`src/rtl/pipe_stage_reg.sv`:
```
// Inter-stage pipeline register with valid/ready handshake, flush-to-bubble and saturating perf counters.
// Optional two-entry skid buffer enabled by defining PIPE_SKID_EN; default build is a single-entry register.
module pipe_stage_reg #(
  parameter int DATA_W = 32,
  parameter int CTRL_W = 24,
  parameter int CNT_W  = 16
) (
  input  logic              clk,
  input  logic              rst,
  input  logic              flush,
  input  logic              in_valid,
  output logic              in_ready,
  input  logic [DATA_W-1:0] in_data,
  input  logic [CTRL_W-1:0] in_ctrl,
  output logic              out_valid,
  input  logic              out_ready,
  output logic [DATA_W-1:0] out_data,
  output logic [CTRL_W-1:0] out_ctrl,
  output logic [CNT_W-1:0]  stall_cnt,
  output logic [CNT_W-1:0]  bubble_cnt
);

  function automatic logic [CNT_W-1:0] sat_inc(input logic [CNT_W-1:0] cnt, input logic en);
    if (en && (cnt != {CNT_W{1'b1}})) return cnt + CNT_W'(1);
    return cnt;
  endfunction

  logic              vld_p1;
  logic [DATA_W-1:0] data_p1;
  logic [CTRL_W-1:0] ctrl_p1;
  logic              accept;

  assign accept = in_valid & in_ready;

`ifdef PIPE_SKID_EN
  logic              vld_p0;
  logic [DATA_W-1:0] data_p0;
  logic [CTRL_W-1:0] ctrl_p0;

  // in_ready depends only on registered skid state, never on out_ready
  assign in_ready = ~rst & ~vld_p0;

  // stage p0 (skid) -> p1 (output)
  always_ff @(posedge clk) begin
    if (rst) begin
      vld_p0  <= 1'b0;
      ctrl_p0 <= '0;
      vld_p1  <= 1'b0;
      ctrl_p1 <= '0;
      data_p1 <= '0;
    end else if (flush) begin
      vld_p0  <= 1'b0;
      ctrl_p0 <= '0;
      vld_p1  <= 1'b0;
      ctrl_p1 <= '0;
    end else if (~vld_p1 | out_ready) begin
      if (vld_p0) begin
        vld_p1  <= 1'b1;
        data_p1 <= data_p0;
        ctrl_p1 <= ctrl_p0;
        vld_p0  <= 1'b0;
        ctrl_p0 <= '0;
      end else if (accept) begin
        vld_p1  <= 1'b1;
        data_p1 <= in_data;
        ctrl_p1 <= in_ctrl;
      end else begin
        vld_p1  <= 1'b0;
        ctrl_p1 <= '0;
      end
    end else if (accept) begin
      // output is stalled: park the accepted word in the skid entry
      vld_p0  <= 1'b1;
      data_p0 <= in_data;
      ctrl_p0 <= in_ctrl;
    end
  end
`else
  assign in_ready = ~rst & (~vld_p1 | out_ready);

  // stage in -> p1 (output)
  always_ff @(posedge clk) begin
    if (rst) begin
      vld_p1  <= 1'b0;
      ctrl_p1 <= '0;
      data_p1 <= '0;
    end else if (flush) begin
      vld_p1  <= 1'b0;
      ctrl_p1 <= '0;
    end else if (accept) begin
      vld_p1  <= 1'b1;
      data_p1 <= in_data;
      ctrl_p1 <= in_ctrl;
    end else if (out_ready) begin
      vld_p1  <= 1'b0;
      ctrl_p1 <= '0;
    end
  end
`endif

  // performance counters, sampled on the pre-edge output state
  always_ff @(posedge clk) begin
    if (rst) begin
      stall_cnt  <= '0;
      bubble_cnt <= '0;
    end else begin
      stall_cnt  <= sat_inc(stall_cnt, vld_p1 & ~out_ready);
      bubble_cnt <= sat_inc(bubble_cnt, ~vld_p1);
    end
  end

  assign out_valid = vld_p1;
  assign out_data  = data_p1;
  assign out_ctrl  = ctrl_p1;

endmodule
```
`config.mk`:
```
export PLATFORM = sky130hd
export DESIGN_NAME = pipe_stage_reg
export DESIGN_NICKNAME = d
export VERILOG_FILES = /design/src/rtl/pipe_stage_reg.sv
export SDC_FILE = /design/constraint.sdc
export NUM_CORES = 1
export LEC_CHECK = 0
export ABC_AREA = 0
export BUFFER_PORTS_ARGS = -buffer_cell sky130_fd_sc_hd__buf_2
export CORE_ASPECT_RATIO = 1.1
export CORE_MARGIN = 3
export CORE_UTILIZATION = 45
export DETAILED_ROUTE_END_ITERATION = 6
export GPL_TIMING_DRIVEN = 0
export HOLD_SLACK_MARGIN = 0.12
export PLACE_DENSITY = 0.86
export SLEW_MARGIN = 10
export SYNTH_ARGS = -nofsm -noshare
export SYNTH_HDL_FRONTEND = slang
export SYNTH_SLANG_ARGS = --single-unit
```
`constraint.sdc`:
```
create_clock -name clk -period 2.7 [get_ports clk]
set_input_delay 0.54 -clock clk [delete_from_list [all_inputs] [get_ports clk]]
set_output_delay 0.54 -clock clk [all_outputs]
set_load 0.005 [all_outputs]
```
**Yosys cells after proc, flatten, opt, wreduce, memory -nomap -nowiden**

Cells that the tools add are included.

- Output and inout bits: 90
- Flip-flop bits (word level): 89
- Bits of input ports: 61
- Logic and storage cells: 32

- Bitwise gates (word level): 8
- Muxes and demuxes: 10
- Add/sub/neg operators: 2
- Equal/unequal tests: 2
- Reduce and logical (&&, ||, !) cells: 5

Operators by type and width:

| kind | count |
|---|---|
| 2-to-1 mux 24 bit | 2 |
| adder 16 x 1 -> 16 bit (second input constant) | 2 |
| 2-to-1 mux 16 bit | 2 |
| inequality test 16 bit (second input constant) | 2 |
| 2-to-1 mux 1 bit | 6 |
| NOT 1 bit | 4 |
| AND 1 bit | 3 |
| logical AND 1 bit | 2 |
| AND reduction 2 bit | 1 |
| nonzero test 2 bit | 1 |
| OR reduction 2 bit | 1 |
| OR 1 bit | 1 |

**Longest topological paths before layout**

- Word-level depth: 5
- Mapped depth: 6
- Gate-level depth less buffers: 5

**Worst setup path before layout**

No wires, ideal clock.

- Path kind: register -> register
- From: register bubble_cnt[0]
- To: register bubble_cnt[10]
- Arrival time: 1.667 ns
- Stages on the path, launching flop included: 6
- Setup time: 0.070 ns
- Path slack: 0.963 ns
- Buffers on the path: 0
- Period minus slack after synthesis: 1.737 ns
- Required time: 2.630 ns
- Path through: dfxtp_1 ha_1 nand2b_1 or3_4 or4_1 a21oi_1

- Cells in the longest elaborated chain, start to end: 4
- Elaborated cells between the ends (all ways): 6
- Those cells by class: 1 x add/sub; 1 x eq/ne; 3 x mux; 1 x reduce/logical

Ends and longest elaborated chain:

| element | RTL line | source |
|---|---|---|
| start: declaration | 20 | `output logic [CNT_W-1:0] bubble_cnt` |
| start signal: assignment | 108 | `bubble_cnt <= sat_inc(bubble_cnt, ~vld_p1);` |
| branches (longest 4 deep; another with adder 16 x 1 -> 16 bit) | n/a |  |

Several ways; the timed one is not identified. The select of a mux whose other input is x is not followed.
A chain may end at the register's enable or synchronous reset.

**Final worst setup path**

- From: input port rst
- To: output port in_ready

- Cells in the longest elaborated chain, start to end: 2

Ends and longest elaborated chain:

| element | RTL line | source |
|---|---|---|
| start: declaration | 9 | `input logic rst,` |
| NOT 1 bit | 79 | `assign in_ready = ~rst & (~vld_p1 \| out_ready);` |
| AND 1 bit | 79 |  |
| end: declaration | 12 | `output logic in_ready,` |

No other way between the ends.

==> reports/metrics.cfg <==
[routing]
drt_pass1_iterations=4
drt_iter0_drc=118
ant_nets=0
wl_per_cell_um=14.4
vias=3886
viasPerCell=5.40
route.detailed.drc=0
wirelength_mm=10.3

[logic_synthesis]
synth_cell_type_count=41
syn_nets=509
synth_simple_gate_area_share_pct=30.8
synth_edf_count=0
synth_largest_area_cell=dfxtp_1
synth-xor-area-share_pct=0.469
async_reset_ff_share_pct=0
netlist_area_um2=3740
ys_top_cells_by_area=dfxtp_1 (48%), a21oi_1 (10%), nand2_1 (10%)
synth-seq-area-share_pct=47.7
synth_top_area_share_pct=47.7
synthCells=446
ys_warn_count=0
syn-mean-instance-area_um2=8.38
synthMuxAreaShare_pct=1.14
synth_compound_gate_area_share_pct=15.9
synth_top_family_by_area=simple AND/OR/NAND/NOR gates
synthFlopType=dfxtp_1
yosys_register_bits=89
synthAdderAreaFrac_pct=0.670

[global_route]
grtUsageTotal_pct=21.5
grt_overflow=0
antenna_found_initial=0
grt_max_degree=16
grt_pass1_vias=3693
grt_pass1_wl_mm=16.4

[critical_path]
cp-startpoint=rst
cp.arrival_ns=1.68
cp-start-kind=input pin
critPathMaxFanout=10
slowest_stage=buf_1
r2r-end=stall_cnt[13]
worstPathRequired_ns=2.16
path_cells=buf_2, clkbuf_1, buf_1, nor2_1, buf_2
crit_top_cell=buf_2
path_class=input pin to primary output
cpPeakStageDelay_ns=0.44
worstRegToRegCells=6
worstReg2RegStart=stall_cnt[0]
reg2reg_slack_ns=0.74
cp-end-kind=primary output
setup.worst_path.end=in_ready

[floorplanning]
initial_core_util_pct=46.7
ios=151
coreArea_um2=8000
die_width_um=92.9
die-area_um2=9430
die_h_um=102
rows=34

[layout]
syn_to_final_growth_pct=30.2
nets=670
instances_no_fill=720
drive_gt1_share_pct=29.7
n_antenna_cell=0

[power_and_ir_drop]
p_int_uw=2040
p_seq_share_pct=51.4
p_sw_share_pct=22.8
ir_worst_vdd_mv=0.276
p_clk_share_pct=41.1
power_switching_uw=602
power_density_nw_per_um2=543
pwr-share-comb_pct=7.5
p_leak_uw=0.00210

[sta]
tns_ns=0
min_period_ns=2.22
period_share_pct=82.4
hold_slack_ns=0.412
hold_viol=0
rsz0062_at_grt=no
finalMaxSlewViolations=0
max_freq_mhz=450
setup_violations=0
relSlewSlack_pct=54.2
clock_skew_ns=0.00727
worstMarginPinSlew_ns=0.682

[placement]
gp_congestion=0.826
port_buffers=150
dp_hpwl_mm=7.74
place_inst=704

[status]
outcome=finished, final reports clean

[clock_network]
insertion_delay_ns=0.35
cts_root_buffer=clkbuf_8
cts_tree=built
numClockSinks=89
hold_buffers=0
cts.repair.resized=0
ctsHtreeMaxLevel=3
post-cts-setup-buffers=0
clockBufferDepth=2
cts_buffers=9
cts.clk_slew.worst_paths_ns=0.09

[worst_hold_path]
min_path_type=input pin to flip-flop
holdPathStages=3
worstHoldStart=in_data[10]

[flow_run]
cap_violations=0

[worst max-delay path, delay by kind of cell]
kind	cells	cell delay (ns)
AND/OR/NAND/NOR	1	0.09
buffers and inverters	4	1.05
[layout make-up]
class / instances / area (µm²)
sequential: 89 / 1780
tap: 108 / 135
buffer: 22 / 90.1
timing repair buffer: 150 / 751
clock buffer: 9 / 124
fill: 733 / 3130
multi-input combinational: 326 / 1830
clock inverter: 7 / 119
inverter: 9 / 33.8
[layer usage]
| metal | routed length [µm] | part of all wire (%) | GRT usage, % |
|---|---|---|---|
| met5 | 0 | 0 | 0 |
| met4 | 186 | 1.8 | 9.36 |
| met3 | 869 | 8.4 | 5.72 |
| met2 | 5190 | 50 | 37.6 |
| met1 | 4090 | 40 | 24.8 |
[registers in the layout (all words and copies together), names as in the netlist]
register / cells
out_valid: 1
out_data: 32
out_ctrl: 24
stall_cnt: 16
bubble_cnt: 16
[metrics by stage]
| step | total power [µW] | worst slack, ns | cell area, µm² | utilization (%) |
|---|---|---|---|---|
| 6_report | 2640 | 0.476 | 4860 | 60.8 |
| 5_1_grt | 2760 | 0.292 | 4860 | 60.8 |
| 4_1_cts | 2670 | 0.444 | 4860 | 60.8 |
| 3_5_place_dp | 1590 | 0.448 | 4620 | 57.8 |
| 3_3_place_gp | 1580 | 0.442 | 4620 | 57.8 |
| 2_1_floorplan | 1480 | 0.963 | 3740 | - |
[cells in the mapped netlist, types with 2 or more instances]
| master | instances |
|---|---|
| clkbuf_1 | 14 |
| nor4_1 | 4 |
| nor3_1 | 9 |
| nor4_2 | 3 |
| nor2_1 | 14 |
| nand3_1 | 12 |
| o31ai_1 | 10 |
| or4_1 | 12 |
| and3b_1 | 2 |
| nand4_1 | 9 |
| and3_1 | 4 |
| nor2b_1 | 2 |
| a21oi_1 | 75 |
| o211a_1 | 3 |
| mux2_2 | 2 |
| dfxtp_1 | 89 |
| or3_1 | 8 |
| buf_2 | 6 |
| mux2i_1 | 2 |
| o211ai_1 | 3 |
| buf_1 | 2 |
| nand3b_1 | 24 |
| nand2_1 | 100 |
| and4_1 | 4 |
| inv_1 | 8 |
| o21ai_0 | 7 |
| nand2b_1 | 2 |
| nand4_2 | 2 |
| ha_1 | 2 |
[cells in the final DEF, fill, tap and decap left out, drive strengths merged, types with 8 or more instances in the layout]
cell type,synthesis,final
clkbuf,14,23
nor2,14,14
nand2,100,100
nand4,12,12
nor3,9,9
dfxtp,89,89
or3,9,9
inv,8,8
buf,8,158
o31ai,10,10
nand3b,24,24
nand3,12,12
a21oi,75,75
or4,12,12
[how the worst min path moves through the flow]
stage / to / slack, ns
floorplan: out_data[0] / 0.45
global placement: out_data[8] / 0.44
detailed placement: out_data[8] / 0.45
CTS: out_data[14] / 0.40
global route: out_data[14] / 0.39
finish: out_data[10] / 0.41
[power by group through the flow]
stage / sequential [µW] / clock (µW) / combinational (µW)
after floorplan: 1390 / 0 / 92.8
after global placement: 1390 / 0 / 192
after detailed placement: 1390 / 0 / 199
after CTS: 1360 / 1120 / 200
after global routing: 1360 / 1170 / 223
final: 1360 / 1090 / 198
[cell families after synthesis]
| family | Yosys count |
|---|---|
| flops | 89 |
| compound gates | 103 |
| fa+ha+maj | 2 |
| mux | 4 |
| xor+xnor | 2 |
| buf+inv | 31 |
| simple gates | 215 |
Power figures use the tool's default switching activity.
